**src/rtl/mutative_tag_ctrl.sv**
```systemverilog
// -----------------------------------------------------------------------------
// mutative_tag_ctrl
//
// Sequencer and arbiter that sits in front of a 2**ADDR_WIDTH x DATA_WIDTH
// single-port tag SRAM.
//
// After reset, and on every flush, the block sweeps every entry to INIT_VALUE.
// During a sweep busy is high and no grants are issued. In normal operation
// the one RW port is shared by a lookup (read) requester and a fill/update
// (write) requester. The write requester has priority. When a read has been
// denied STARVE_LIMIT consecutive cycles, the read wins the next contested
// cycle.
//
// Ports
//   clk, rst_n   : rising-edge clock, asynchronous active-low reset
//   flush_req    : one-cycle pulse that starts an invalidate sweep (ignored
//                  while a sweep is already running)
//   busy         : high while sweeping
//   rd_req/addr  : read request, held until rd_gnt
//   rd_gnt       : read accepted this cycle (combinational)
//   rd_rvalid    : registered; high the cycle after rd_gnt
//   rd_rdata     : passthrough of sram_dout0
//   wr_req/addr/data : write request, held until wr_gnt
//   wr_gnt       : write accepted this cycle (combinational)
//   sram_*       : SRAM port (csb0/web0 active low), issued in the same
//                  cycle as the grant
// -----------------------------------------------------------------------------
module mutative_tag_ctrl #(
  parameter int unsigned            DATA_WIDTH   = 21,
  parameter int unsigned            ADDR_WIDTH   = 7,
  parameter logic [DATA_WIDTH-1:0]  INIT_VALUE   = '0,
  parameter int unsigned            STARVE_LIMIT = 4
) (
  input  logic                  clk,
  input  logic                  rst_n,
  input  logic                  flush_req,
  output logic                  busy,
  input  logic                  rd_req,
  input  logic [ADDR_WIDTH-1:0] rd_addr,
  output logic                  rd_gnt,
  output logic                  rd_rvalid,
  output logic [DATA_WIDTH-1:0] rd_rdata,
  input  logic                  wr_req,
  input  logic [ADDR_WIDTH-1:0] wr_addr,
  input  logic [DATA_WIDTH-1:0] wr_data,
  output logic                  wr_gnt,
  output logic                  sram_csb0,
  output logic                  sram_web0,
  output logic [ADDR_WIDTH-1:0] sram_addr0,
  output logic [DATA_WIDTH-1:0] sram_din0,
  input  logic [DATA_WIDTH-1:0] sram_dout0
);

  // Starve counter must be able to hold the value STARVE_LIMIT itself.
  localparam int unsigned STARVE_W =
    (STARVE_LIMIT < 1) ? 1 : $clog2(STARVE_LIMIT + 1);
  localparam logic [STARVE_W-1:0]   STARVE_MAX = STARVE_W'(STARVE_LIMIT);
  localparam logic [ADDR_WIDTH-1:0] LAST_ADDR  = {ADDR_WIDTH{1'b1}};

  typedef enum logic [0:0] {
    ST_INIT = 1'b0,
    ST_RUN  = 1'b1
  } state_t;

  state_t                  state_r;
  state_t                  state_nxt_s;
  logic [ADDR_WIDTH-1:0]   sweep_cnt_r;
  logic [ADDR_WIDTH-1:0]   sweep_cnt_nxt_s;
  logic [STARVE_W-1:0]     starve_r;
  logic [STARVE_W-1:0]     starve_nxt_s;
  logic                    rvalid_r;
  logic [ADDR_WIDTH-1:0]   addr_hold_r;
  logic [ADDR_WIDTH-1:0]   addr_nxt_s;
  logic [DATA_WIDTH-1:0]   din_hold_r;
  logic [DATA_WIDTH-1:0]   din_nxt_s;
  logic                    issue_s;
  logic                    write_s;
  logic                    rd_gnt_s;
  logic                    wr_gnt_s;

  // Next-state, arbitration and SRAM command decode.
  always_comb begin
    state_nxt_s     = state_r;
    sweep_cnt_nxt_s = sweep_cnt_r;
    starve_nxt_s    = starve_r;
    rd_gnt_s        = 1'b0;
    wr_gnt_s        = 1'b0;
    issue_s         = 1'b0;
    write_s         = 1'b0;
    addr_nxt_s      = addr_hold_r;
    din_nxt_s       = din_hold_r;

    case (state_r)
      ST_INIT: begin
        // One INIT_VALUE write per cycle; flush_req is deliberately ignored
        // here so a sweep always runs to completion.
        issue_s         = 1'b1;
        write_s         = 1'b1;
        addr_nxt_s      = sweep_cnt_r;
        din_nxt_s       = INIT_VALUE;
        sweep_cnt_nxt_s = sweep_cnt_r + ADDR_WIDTH'(1);
        if (sweep_cnt_r == LAST_ADDR) begin
          state_nxt_s = ST_RUN;
        end else begin
          state_nxt_s = ST_INIT;
        end
      end

      ST_RUN: begin
        if (flush_req) begin
          // Flush masks both requesters this cycle; the port stays idle.
          state_nxt_s     = ST_INIT;
          sweep_cnt_nxt_s = {ADDR_WIDTH{1'b0}};
          starve_nxt_s    = {STARVE_W{1'b0}};
        end else begin
          state_nxt_s = ST_RUN;

          // Write wins a contested cycle unless the read has starved.
          if (rd_req && (!wr_req || (starve_r == STARVE_MAX))) begin
            rd_gnt_s = 1'b1;
          end else if (wr_req) begin
            wr_gnt_s = 1'b1;
          end else begin
            rd_gnt_s = 1'b0;
            wr_gnt_s = 1'b0;
          end

          // With no grant, addr0/din0 keep their previous values.
          if (rd_gnt_s) begin
            issue_s    = 1'b1;
            write_s    = 1'b0;
            addr_nxt_s = rd_addr;
          end else if (wr_gnt_s) begin
            issue_s    = 1'b1;
            write_s    = 1'b1;
            addr_nxt_s = wr_addr;
            din_nxt_s  = wr_data;
          end else begin
            issue_s = 1'b0;
            write_s = 1'b0;
          end

          // Count consecutive denied read cycles, saturating at the limit.
          if (rd_gnt_s) begin
            starve_nxt_s = {STARVE_W{1'b0}};
          end else if (rd_req && (starve_r != STARVE_MAX)) begin
            starve_nxt_s = starve_r + STARVE_W'(1);
          end else begin
            starve_nxt_s = starve_r;
          end
        end
      end

      default: begin
        state_nxt_s     = ST_INIT;
        sweep_cnt_nxt_s = {ADDR_WIDTH{1'b0}};
        starve_nxt_s    = {STARVE_W{1'b0}};
      end
    endcase
  end

  // Control state, sweep/starve counters, read-valid pipe and addr/din hold.
  always_ff @(posedge clk or negedge rst_n) begin
    if (!rst_n) begin
      state_r     <= ST_INIT;
      sweep_cnt_r <= {ADDR_WIDTH{1'b0}};
      starve_r    <= {STARVE_W{1'b0}};
      rvalid_r    <= 1'b0;
      addr_hold_r <= {ADDR_WIDTH{1'b0}};
      din_hold_r  <= {DATA_WIDTH{1'b0}};
    end else begin
      state_r     <= state_nxt_s;
      sweep_cnt_r <= sweep_cnt_nxt_s;
      starve_r    <= starve_nxt_s;
      rvalid_r    <= rd_gnt_s;
      addr_hold_r <= addr_nxt_s;
      din_hold_r  <= din_nxt_s;
    end
  end

  assign busy       = (state_r == ST_INIT);
  assign rd_gnt     = rd_gnt_s;
  assign wr_gnt     = wr_gnt_s;
  assign rd_rvalid  = rvalid_r;
  assign rd_rdata   = sram_dout0;
  // Chip select and write enable are gated by rst_n so the SRAM sees an idle
  // port for as long as reset is held, even though the FSM sits in INIT.
  assign sram_csb0  = ~(issue_s & rst_n);
  assign sram_web0  = ~(write_s & rst_n);
  assign sram_addr0 = addr_nxt_s;
  assign sram_din0  = din_nxt_s;

endmodule

```
**config.mk**
```make
export PLATFORM = sky130hd
export DESIGN_NAME = mutative_tag_ctrl
export DESIGN_NICKNAME = d
export VERILOG_FILES = /design/src/rtl/mutative_tag_ctrl.sv
export SDC_FILE = /design/constraint.sdc
export NUM_CORES = 1
export LEC_CHECK = 0
export ABC_CLOCK_PERIOD_IN_PS = 2000
export BUFFER_PORTS_ARGS = -buffer_cell sky130_fd_sc_hd__buf_2
export CORE_MARGIN = 2
export CORE_UTILIZATION = 44
export CTS_CLUSTER_DIAMETER = 30
export DETAILED_ROUTE_END_ITERATION = 16
export GPL_TIMING_DRIVEN = 0
export PLACE_DENSITY = 0.89
export SLEW_MARGIN = 40
export SYNTH_ARGS = -nofsm -noshare
export SYNTH_HDL_FRONTEND = slang
export SYNTH_SLANG_ARGS = --single-unit
```
**constraint.sdc**
```tcl
create_clock -name clk -period 2 [get_ports clk]
set_input_delay 0.4 -clock clk [delete_from_list [all_inputs] [get_ports clk]]
set_output_delay 0.4 -clock clk [all_outputs]
set_load 0.02 [all_outputs]
```
# After elaboration in Yosys (flattened, before gate mapping)
# Cells that the tools add are included.
[classes]
add_sub_neg = 2
n_eq_ne = 4
mux = 34
bitwise_logic = 5
reduce_logical = 6
[op_table]
columns = ["operator", "count"]
rows = [
  ["2-to-1 mux 21 bit", 3],
  ["one-hot mux 21 bit (2 select lines)", 1],
  ["2-to-1 mux 7 bit", 4],
  ["one-hot mux 7 bit (2 select lines)", 2],
  ["2-to-1 mux 1 bit", 18],
  ["2-to-1 mux 3 bit", 3],
  ["adder 7 x 1 -> 7 bit (second input constant)", 1],
  ["== test 7 bit (second input constant)", 1],
  ["one-hot mux 1 bit (2 select lines)", 3],
  ["adder 3 x 1 -> 3 bit (second input constant)", 1],
  ["== test 3 bit (second input constant)", 1],
  ["inequality test 3 bit (second input constant)", 1],
  ["NOT 1 bit", 3],
  ["nonzero test 3 bit", 1],
  ["AND 1 bit", 2],
  ["logical AND 1 bit", 2],
  ["inequality test 2 bit (second input constant)", 1],
  ["AND reduction 2 bit", 1],
  ["zero test 1 bit", 1],
  ["logical OR 1 bit", 1],
]
[word_totals]
ff_bits = 40
in_bits = 61
out_inout_bits = 55
word_cells = 57

# Logic depth before layout (Yosys ltp)
[depth]
ltp_word = 12
ltp_mapped = 6
ltp_nobuf = 5

# Worst setup path after synthesis
# No wires, ideal clock.
[synth_timing]
kind = "reg-to-output"
startpoint = "register starve_r[0]"
endpoint = "output sram_addr0[0]"
arrival_time_ns = 1.701
t_required_ns = 1.600
slack_ns = -0.101
stages_incl_launch_ff = 6
path_buffers = 0
cell_sequence = "dfrtp_1 > inv_1 > ha_1 > nand3_1 > a311o_1 > a211oi_1"
[synth_between]
elab_chain_cells = 10
elab_cells_between_ends = 13
cone_classes = "1 x eq/ne; 10 x mux; 2 x reduce/logical"
[synth_rtl]
columns = ["item", "line", "source"]
rows = [
  ["start, declared", "69", "logic [STARVE_W-1:0] starve_r;"],
  ["start signal, assigned", "167", "starve_r <= {STARVE_W{1'b0}};"],
  ["start signal, assigned", "174", "starve_r <= starve_nxt_s;"],
  ["== test 3 bit (*)", "119", "if (rd_req && (!wr_req || (starve_r == STARVE_MAX))) begin"],
  ["logical OR 1 bit (*)", "119", ""],
  ["logical AND 1 bit (*)", "119", ""],
  ["2-to-1 mux 1 bit", "119", ""],
  ["2-to-1 mux 1 bit", "110", "if (flush_req) begin"],
  ["2-to-1 mux 1 bit", "93", "case (state_r)"],
  ["2-to-1 mux 7 bit", "133", "end else if (wr_gnt_s) begin"],
  ["2-to-1 mux 7 bit (*)", "129", "if (rd_gnt_s) begin"],
  ["2-to-1 mux 7 bit (*)", "110", ""],
  ["one-hot mux 7 bit (2 select lines) (*)", "93", ""],
  ["end, declared", "49", "output logic [ADDR_WIDTH-1:0] sram_addr0,"],
]
# Every way passes the cells marked *; elsewhere a longest branch is shown, timed or not. The select of a mux whose other input is x is not followed.

# Final worst setup path
[layout_timing]
startpoint = "register starve_r[1]"
endpoint = "output sram_addr0[0]"
# The elaborated chain is that of the path after synthesis.

==> results.toml <==
[setup_path]
rr_startpoint = "starve_r[1]$_DFFE_PN0P_"
cp-end-kind = "primary output"
timing.setup.critical_path_class = "reg2out"
cp_max_fo = 3
crit_chain = "inv_2 -> ha_4 -> nand3_4 -> a311o_1 -> a211oi_2 -> buf_4"
crit_path_start = "starve_r[1]$_DFFE_PN0P_"
critical_path_arrival_ns = 1.83
cpMaxStageDelayCell = "sky130_fd_sc_hd__dfrtp_1"
critPathLaunchType = "flop"
max_stage_delay_ns = 0.40
timing.critical_path.required_ns = 1.60

[sta]
final.period_utilization = 1.11
setup_viol = 30
slew_violations = 0
worst_slew_margin_relative_to_its_limit = 0.639
timing_worst_slew_pin_value_ns = 0.541
final_hold_viol_count = 0
highest_attainable_clock_frequency_mhz = 449
clock-skew-final_ns = 0.00338
setup_repair_after_global_routing_missed_its_margin = "true"
finalCriticalPeriod_ns = 2.23
setup_slack_ns = -0.226

[run_status]
failing_checks = "negative setup slack"
outcome = "finished with violations"

[route]
route.antenna.remaining_nets = 0
route.detailed.wl_per_inst_microns = 18.8
detail_route.iter0.violations = 104
drc_errors = 0
routed_wl_microns = 6770
vias_per_cell = 5.69
detailroute.via_count = 2053
drt_first_pass_iters = 4

[clock_tree]
cts_buffer_depth = 2
cts_sinks = 40
clk_pin_slew_ns = 0.08
worstSkewPairLatency_ns = 0.30
holdBufCountCts = 0
cts_root_buf = "sky130_fd_sc_hd__clkbuf_8"
cts-buffers-inserted = 5
cts_tree = "built"
cts_max_level = 2

[logic_synthesis]
count_of_warnings_emitted_by_yosys = 0
synth_area_per_cell_sq_um = 10.8
ys_async_sr_fraction = 1.00
postSynth.topFlopCell = "sky130_fd_sc_hd__dfrtp_1"
synth.net_count = 250
ys_seq_elements = 40
postSynthCellCount = 186
yosysUniqueCellTypes = 37
synth-edff-count = 0
yosysSeqAreaShare = 0.498
post_synth_instance_area_sq_um = 2010

[power_and_ir_drop]
power_switching_share = 0.337
seq_power_share = 0.396
comb_power_share = 0.369
int_pwr_mw = 1.87
p_sw_mw = 0.950
leak_nw = 1.69
peakVddDrop_mv = 0.662
share_clk_of_total_power = 0.236
power_density_nw_per_um2 = 874

[floorplanning]
dieWidth_microns = 71.6
die-height_microns = 71.6
floorplan.die_area_sq_um = 5120
coreArea_sq_um = 4380
io-pin-count = 116
initial_core_util = 0.458
core.rowCount = 24

[global_route]
overflow = 0
global_route.usage.total = 0.239
pin_count_of_the_biggest_net_entering_global_routing = 43
grt_pass1_wl_microns = 9610
first_global_vias = 2034
antenna_found_initial = 0

[final_layout]
diodes = 0
layout.cells.non_filler = 361
layout.filler_cells = 292
drive_gt1_frac = 0.589
num-nets-final = 372
most_common_library_cell_in_the_layout_ignoring_fill_and_taps = "sky130_fd_sc_hd__buf_2"
area.growth.synth_to_final_pct = 60.6
most_frequent_cells_in_the_layout = "sky130_fd_sc_hd__buf_2 (66), sky130_fd_sc_hd__buf_4 (41), sky130_fd_sc_hd__dfrtp_1 (39), sky130_fd_sc_hd__buf_6 (37), sky130_fd_sc_hd__a22o_1 (17)"

[hold_path]
hold_class = "in2async"

[placement]
worst_case_setup_slack_after_placement_ns = -0.112
dp_hpwl_microns = 3690
gp_routability_congestion = 0.823
port-buffer-count = 94
place_inst = 332

[run]
drv_cap = 0
registers in the layout, summed over array words and instances (netlist names):
signal	count
sweep_cnt_r	7
state_r	1
addr_hold_r	7
din_hold_r	21
rd_rvalid	1
starve_r	3
final cells by class:
class | count | area [sq um] | area share
Sequential cell | 40 | 1000 | 0.311
Multi-Input combinational cell | 105 | 906 | 0.281
Timing Repair Buffer | 116 | 857 | 0.266
Buffer | 33 | 258 | 0.0799
Clock buffer | 5 | 68.8 | 0.0213
Tap cell | 52 | 65.1 | 0.0202
Clock inverter | 3 | 42.5 | 0.0132
Inverter | 7 | 26.3 | 0.00815
power groups by stage:
stage / registers, mW / logic, mW / clock network, mW
3_5_place_dp: 1.11 / 0.744 / 0
5_1_grt: 1.14 / 1.13 / 0.705
6_report: 1.12 / 1.04 / 0.665
4_1_cts: 1.10 / 0.969 / 0.670
2_1_floorplan: 1.08 / 0.523 / 0
3_3_place_gp: 1.11 / 0.721 / 0
metrics by stage:
| step | setup TNS [ns] | hold WS (ns) | util | total power [mW] | cell area (sq um) |
|---|---|---|---|---|---|
| after CTS | -3.32 | 0.0989 | 0.694 | 2.74 | 3040 |
| after global placement | -0.893 | 0.481 | 0.581 | 1.83 | 2550 |
| after global routing | -6.10 | 0.128 | 0.736 | 2.98 | 3230 |
| final | -4.45 | 0.0872 | 0.736 | 2.82 | 3230 |
| after floorplan | 0 | 0.104 | - | 1.60 | 2010 |
| after detailed placement | -1.72 | 0.412 | 0.582 | 1.86 | 2550 |
cell families (layout without fill, tap and decap cells):
logic type / Yosys count / after routing / share of synthesized area
AO/OA/AOI/OAI: 54 / 54 / 0.216
AND/OR/NAND/NOR: 41 / 41 / 0.111
buffers and inverters: 41 / 164 / 0.121
flip-flops: 40 / 40 / 0.498
multiplexers: 7 / 7 / 0.0349
adder cells (fa/ha/maj): 3 / 3 / 0.0187
worst max-delay path: cells and delay by family (launching register included):
family                   cells  cell delay [ns]
adder cells (fa/ha/maj)      1             0.16
AND/OR/NAND/NOR              1             0.09
buffers and inverters        2             0.28
flip-flops                   1             0.40
AO/OA/AOI/OAI                2             0.60
synth_stat cells, types with 2 or more instances:
| cell type | n | area, sq um |
|---|---|---|
| sky130_fd_sc_hd__dfrtp_1 | 40 | 1000 |
| sky130_fd_sc_hd__a22o_1 | 21 | 184 |
| sky130_fd_sc_hd__buf_4 | 21 | 158 |
| sky130_fd_sc_hd__nand2_1 | 9 | 33.8 |
| sky130_fd_sc_hd__nand3_1 | 9 | 45.0 |
| sky130_fd_sc_hd__buf_2 | 8 | 40.0 |
| sky130_fd_sc_hd__inv_1 | 7 | 26.3 |
| sky130_fd_sc_hd__mux2i_1 | 7 | 70.1 |
| sky130_fd_sc_hd__a211o_1 | 6 | 52.6 |
| sky130_fd_sc_hd__nand4_1 | 6 | 37.5 |
| sky130_fd_sc_hd__o21ai_0 | 6 | 30.0 |
| sky130_fd_sc_hd__a22oi_1 | 5 | 37.5 |
| sky130_fd_sc_hd__and3_1 | 4 | 25.0 |
| sky130_fd_sc_hd__clkbuf_1 | 4 | 15.0 |
| sky130_fd_sc_hd__nor2_1 | 4 | 15.0 |
| sky130_fd_sc_hd__ha_1 | 3 | 37.5 |
| sky130_fd_sc_hd__a21o_1 | 2 | 15.0 |
| sky130_fd_sc_hd__a31oi_1 | 2 | 12.5 |
| sky130_fd_sc_hd__and4b_1 | 2 | 20.0 |
| sky130_fd_sc_hd__nand2b_1 | 2 | 12.5 |
| sky130_fd_sc_hd__o41ai_1 | 2 | 17.5 |
routing by layer:
layer / vias to the layer above / global-route usage / wire length, microns
met3: 19 / 0.0520 / 626
met5: - / 0 / 0
li1: 917 / - / -
met4: 0 / 0.0797 / 163
met2: 134 / 0.415 / 3410
met1: 983 / 0.297 / 2570
repair_timing:
item / CTS / global route
pin swaps: 21 / 6
endpoints found under the setup margin: 31 / 32
cloned: 1 / 1
setup buffers: 13 / 7
resized for setup: 82 / 29
path summary, 6_finish.rpt:
path,endpoint,slack (ns),cells after the start
setup / recovery,sram_addr0[0],-0.23,6
hold / removal,din_hold_r[20]$_DFF_PN0_,0.09,1
setup reg to reg,din_hold_r[18]$_DFF_PN0_,0.29,8
hold reg to reg,din_hold_r[15]$_DFF_PN0_,0.51,1
max in group asynchronous,state_r$_DFF_PN0_,1.52,1
min in group clk,din_hold_r[15]$_DFF_PN0_,0.35,2
Note: power is estimated with default switching activity, not from simulation.
